**src/rtl/sa_ram_fifo_ctrl_128x128.sv**
```systemverilog
// FIFO controller around a 128x128 two-port SA RAM with a registered read
// address; a 2-entry prefetch buffer hides the one-cycle read latency.
module sa_ram_fifo_ctrl_128x128 #(
    parameter int unsigned DW       = 128,
    parameter int unsigned AW       = 7,
    parameter int unsigned OB_DEPTH = 2
) (
    input  logic          clk,
    input  logic          rstn,
    input  logic          in_valid,
    output logic          in_ready,
    input  logic [DW-1:0] in_pd,
    output logic          out_valid,
    input  logic          out_ready,
    output logic [DW-1:0] out_pd,
    output logic [7:0]    fifo_cnt,
    output logic [AW-1:0] ram_wa,
    output logic          ram_we,
    output logic [DW-1:0] ram_di,
    output logic [AW-1:0] ram_ra,
    output logic          ram_re,
    input  logic [DW-1:0] ram_dout,
    input  logic [31:0]   pwrbus_ram_pd_in,
    output logic [31:0]   pwrbus_ram_pd
);

    localparam logic [AW:0] FULL_CNT = (AW + 1)'(1 << AW);
    localparam logic [2:0]  OB_LIM   = 3'(OB_DEPTH);

    logic [AW-1:0] wr_ptr_q, wr_ptr_d;
    logic [AW-1:0] rd_ptr_q, rd_ptr_d;
    logic [AW:0]   ram_cnt_q, ram_cnt_d;
    logic          rd_inflight_q, rd_inflight_d;
    logic [1:0]    ob_cnt_q, ob_cnt_d;
    logic          ob_head_q, ob_head_d;
    logic          in_ready_q, in_ready_d;
    logic [DW-1:0] ob_mem_q [2];
    logic [DW-1:0] ob_mem_d [2];

    logic       push;
    logic       pop;
    logic       ob_tail;
    logic [2:0] ob_occ;

    always_comb begin
        push    = in_valid & in_ready_q;
        pop     = (ob_cnt_q != 2'd0) & out_ready;
        ob_occ  = {1'b0, ob_cnt_q} + {2'b00, rd_inflight_q};
        // A pop this cycle frees a buffer slot in time for the read issued now.
        ram_re  = (ram_cnt_q != '0) && (ob_occ < (OB_LIM + {2'b00, pop}));
        ob_tail = ob_head_q ^ ob_cnt_q[0];

        wr_ptr_d      = push   ? wr_ptr_q + AW'(1) : wr_ptr_q;
        rd_ptr_d      = ram_re ? rd_ptr_q + AW'(1) : rd_ptr_q;
        ram_cnt_d     = ram_cnt_q + {{AW{1'b0}}, push} - {{AW{1'b0}}, ram_re};
        rd_inflight_d = ram_re;
        in_ready_d    = ram_cnt_d < FULL_CNT;
        ob_cnt_d      = ob_cnt_q + {1'b0, rd_inflight_q} - {1'b0, pop};
        ob_head_d     = ob_head_q ^ pop;

        ob_mem_d = ob_mem_q;
        if (rd_inflight_q) begin
            ob_mem_d[ob_tail] = ram_dout;
        end
    end

    always_ff @(posedge clk) begin
        if (!rstn) begin
            wr_ptr_q      <= '0;
            rd_ptr_q      <= '0;
            ram_cnt_q     <= '0;
            rd_inflight_q <= 1'b0;
            ob_cnt_q      <= '0;
            ob_head_q     <= 1'b0;
            in_ready_q    <= 1'b0;
            ob_mem_q[0]   <= '0;
            ob_mem_q[1]   <= '0;
        end else begin
            wr_ptr_q      <= wr_ptr_d;
            rd_ptr_q      <= rd_ptr_d;
            ram_cnt_q     <= ram_cnt_d;
            rd_inflight_q <= rd_inflight_d;
            ob_cnt_q      <= ob_cnt_d;
            ob_head_q     <= ob_head_d;
            in_ready_q    <= in_ready_d;
            ob_mem_q[0]   <= ob_mem_d[0];
            ob_mem_q[1]   <= ob_mem_d[1];
        end
    end

    always_comb begin
        in_ready      = in_ready_q;
        out_valid     = ob_cnt_q != 2'd0;
        out_pd        = ob_mem_q[ob_head_q];
        ram_we        = push;
        ram_wa        = wr_ptr_q;
        ram_di        = push ? in_pd : '0;
        ram_ra        = rd_ptr_q;
        fifo_cnt      = 8'(ram_cnt_q) + 8'(rd_inflight_q) + 8'(ob_cnt_q);
        pwrbus_ram_pd = pwrbus_ram_pd_in;
    end

endmodule

```
**config.mk**
```make
export PLATFORM = sky130hd
export DESIGN_NAME = sa_ram_fifo_ctrl_128x128
export DESIGN_NICKNAME = d
export VERILOG_FILES = /design/src/rtl/sa_ram_fifo_ctrl_128x128.sv
export SDC_FILE = /design/constraint.sdc
export NUM_CORES = 1
export LEC_CHECK = 0
export CORE_AREA = 4 4 231 233
export DETAILED_ROUTE_END_ITERATION = 8
export DIE_AREA = 0 0 235 237
export SLEW_MARGIN = 15
export SYNTH_ARGS = -nofsm -noshare
export SYNTH_HDL_FRONTEND = slang
export SYNTH_SLANG_ARGS = --single-unit
```
**constraint.sdc**
```tcl
create_clock -name clk -period 6.95 [get_ports clk]
set_input_delay 2.085 -clock clk [delete_from_list [all_inputs] [get_ports clk]]
set_output_delay 2.085 -clock clk [all_outputs]
set_load 0.03 [all_outputs]
```
==> results.tsv <==
metric	value	unit
drv_slew	0	
switching_share	42.2	%
cp_slowest_cell	clkdlybuf4s50_1	
avgSynthCellArea	8.42	µm²
period_minus_slack	6170	ps
final.period_utilization	88.8	%
ctsHtreeMaxLevel	2	
core-area	51200	µm²
synth-seq-cells	283	
die_area	55700	µm²
syn_area	13700	µm²
ant_nets	0	
hpwl	41000	µm
grt_max_degree	151	
synthAdderAreaFrac	2.44	%
rsz0062_at_grt	false	
fill_cells	5078	
cts.clk_slew.worst_paths	50	ps
pwr-share-seq	30.4	%
r2r_end	ob_mem_q[71]	
fmax	162	MHz
cts_setup_buffers	0	
yosysUniqueCellTypes	37	
async_flop_share	0	%
crit_top_cell	clkdlybuf4s50_1	
postCtsResizedCells	0	
cp.arrival	4090	ps
timing.rr.start	ob_head_q	
cts-buffers-inserted	34	
power_frac_clock	21.9	%
synth-simple-area-share	22.5	%
synthFlopType	dfxtp_1	
gp_congestion	0.969	
yosysWarningCount	0	
drt_pre_antenna_iters	6	
grt_pass1_wl	81800	µm
post_drt_wl_per_cell	20.4	µm
endpoint_kind	output port	
power_frac_comb	47.7	%
path_cells	clkdlybuf4s50_1 > o21ai_2 > o21a_1 > nor2_1 > clkdlybuf4s50_1	
io_pins	606	
core.rowCount	83	
route.vias.total	13000	
root_buffer	clkbuf_16	
r2r_cells	6	
finalSetupTns	0	ps
cts.hold.buffers_added	0	
hold_viol	0	
die_h	237	µm
first_iter_violations	573	
drive_gt1_share	9.39	%
cts.sinks	283	
startpoint_type	input pin	
synth_top_area_share	41.3	%
place_area	19300	µm²
synth_compound_area_share	15.1	%
cts_tree	yes	
antenna_found_initial	20	
cp-endpoint	ram_re	
finalClockSkew	29.8	ps
initial_utilization	26.8	%
portBuffers	541	
drv_cap	0	
grt.overflow.total	0	
cp-startpoint	out_ready	
die_w	235	µm
ir_drop	0.262	mV
cts_buffer_depth	3	
seq_area_frac_synth	41.3	%
relSlewSlack	28.4	%
worst_slew_pin_slew	1070	ps
min_path_type	reg2reg	
power.density	378	nW/µm²
grt_pass1_vias	13200	
final_area	20400	µm²
outcome	completed	
synth_area_leaders	dfxtp_1 (41%), nand2_1 (15%), a21boi_1 (11%)	
via_per_inst	4.71	
rrSetupSlack	2960	ps
drt_wl_total	56600	µm
drcViolationCount	0	
synth_xor_xnor_area_share	1.15	%
grt_usage	18.9	%
crit_path_max_incr_delay	800	ps
synth_top_family_by_area	simple AND/OR/NAND/NOR gates	
crit_path_max_fanout	8	
worstSkewPairLatency	550	ps
synth_nets	1948	
nNetsFinal	2373	
required	4870	ps
setup_viol	0	
p_int	4450	µW
area_growth	48.4	%
p_sw	3250	µW
synth_edf_count	0	
synth_mux_area_share	11.2	%
synthCells	1631	
power.static_leakage	0.00793	µW
yosysTopAreaCell	dfxtp_1	
path_class	in2out	
-- how the worst min path moves through the flow --
stage	startpoint	to	cells past startpoint	slack, ps
after CTS	ob_mem_q[225]	ob_mem_q[225]	2	450
final	ob_mem_q[26]	ob_mem_q[26]	2	450
after detailed placement	ob_mem_q[225]	ob_mem_q[225]	2	440
after floorplan	ob_mem_q[100]	ob_mem_q[100]	2	430
after global placement	ob_mem_q[44]	ob_mem_q[44]	2	440
after global routing	ob_mem_q[191]	ob_mem_q[191]	2	470
-- metal layers --
| metal | global-route usage [%] | vias up | share of wire (%) |
|---|---|---|---|
| li1 | - | 6224 | - |
| met1 | 20.0 | 6276 | 36 |
| met2 | 35.0 | 432 | 52 |
| met3 | 5.64 | 96 | 6.8 |
| met4 | 7.91 | 6 | 4.4 |
| met5 | 0 | - | 0.071 |
-- cell families (layout without fill, tap and decap cells) --
logic type,after synthesis,in the layout
buffers and inverters,181,626
flip-flops,283,283
multiplexers,137,137
AND/OR/NAND/NOR,710,710
other,0,11
adder cells (fa/ha/maj),25,25
AO/OA/AOI/OAI,277,277
XOR/XNOR,18,18
-- final cells by class --
type                            instances  area, µm²  share of cell area (%)
Clock inverter                          8       71.3                   0.350
Sequential cell                       283       5670                    27.8
Multi-Input combinational cell       1167       7210                    35.4
Inverter                               19       71.3                   0.350
Timing Repair Buffer                  551       5510                    27.1
Tap cell                              680        851                    4.17
Clock buffer                           48        966                    4.74
Antenna cell                           11       27.5                   0.135
-- cells in the mapped netlist (14+ instances only) --
library cell,n
dfxtp_1,283
nand2_1,535
buf_2,69
a21boi_0,49
inv_1,19
and3_1,130
and2_1,15
xnor2_1,14
a21boi_1,210
buf_4,32
ha_1,22
clkbuf_1,60
mux2_2,128
-- worst max-delay path, delay by kind of cell --
family                 cells  cell delay, ps
AND/OR/NAND/NOR            1             390
buffers and inverters      2            1270
AO/OA/AOI/OAI              2             330
-- registers in the layout, summed over array words and instances (netlist names) --
signal and flops:
in_ready 1, ob_cnt_q 2, ob_head_q 1, ob_mem_q 256, ram_cnt_q 8, ram_ra 7
ram_wa 7, rd_inflight_q 1
-- power groups by stage --
stage                     registers [µW]  logic (µW)  clock network (µW)
after floorplan                     2210        2450                   0
after CTS                           2340        3730                1740
final                               2340        3670                1690
after detailed placement            2380        3710                   0
after global placement              2350        3660                   0
after global routing                2400        3940                1800
-- placed cells by master, fill, tap and decap left out, types with 4 or more instances in the layout --
| cell type | instances |
|---|---|
| ha_1 | 22 |
| nand3_1 | 5 |
| a21oi_1 | 4 |
| and2_1 | 14 |
| mux2i_1 | 9 |
| dfxtp_1 | 281 |
| a21boi_1 | 210 |
| clkbuf_16 | 36 |
| nand2b_1 | 7 |
| a21boi_0 | 49 |
| mux2_2 | 128 |
| nand2_1 | 534 |
| and3_1 | 130 |
| diode_2 | 11 |
| clkbuf_1 | 10 |
| buf_4 | 9 |
| clkdlybuf4s50_1 | 539 |
| xor2_1 | 4 |
| inv_1 | 19 |
| xnor2_1 | 14 |
-- stage by stage --
stage | power, µW | util [%] | hold WS [ps] | cells | worst slack (ps)
6_report | 7700 | 39.8 | 448 | 2767 | 780
3_3_place_gp | 6010 | 37.7 | 437 | 2700 | 818
4_1_cts | 7810 | 39.8 | 451 | 2756 | 777
2_1_floorplan | 4660 | - | 432 | 1631 | 1890
5_1_grt | 8140 | 39.8 | 466 | 2766 | 702
3_5_place_dp | 6090 | 37.7 | 443 | 2700 | 777
No activity file was read; power rests on OpenSTA's default activity.
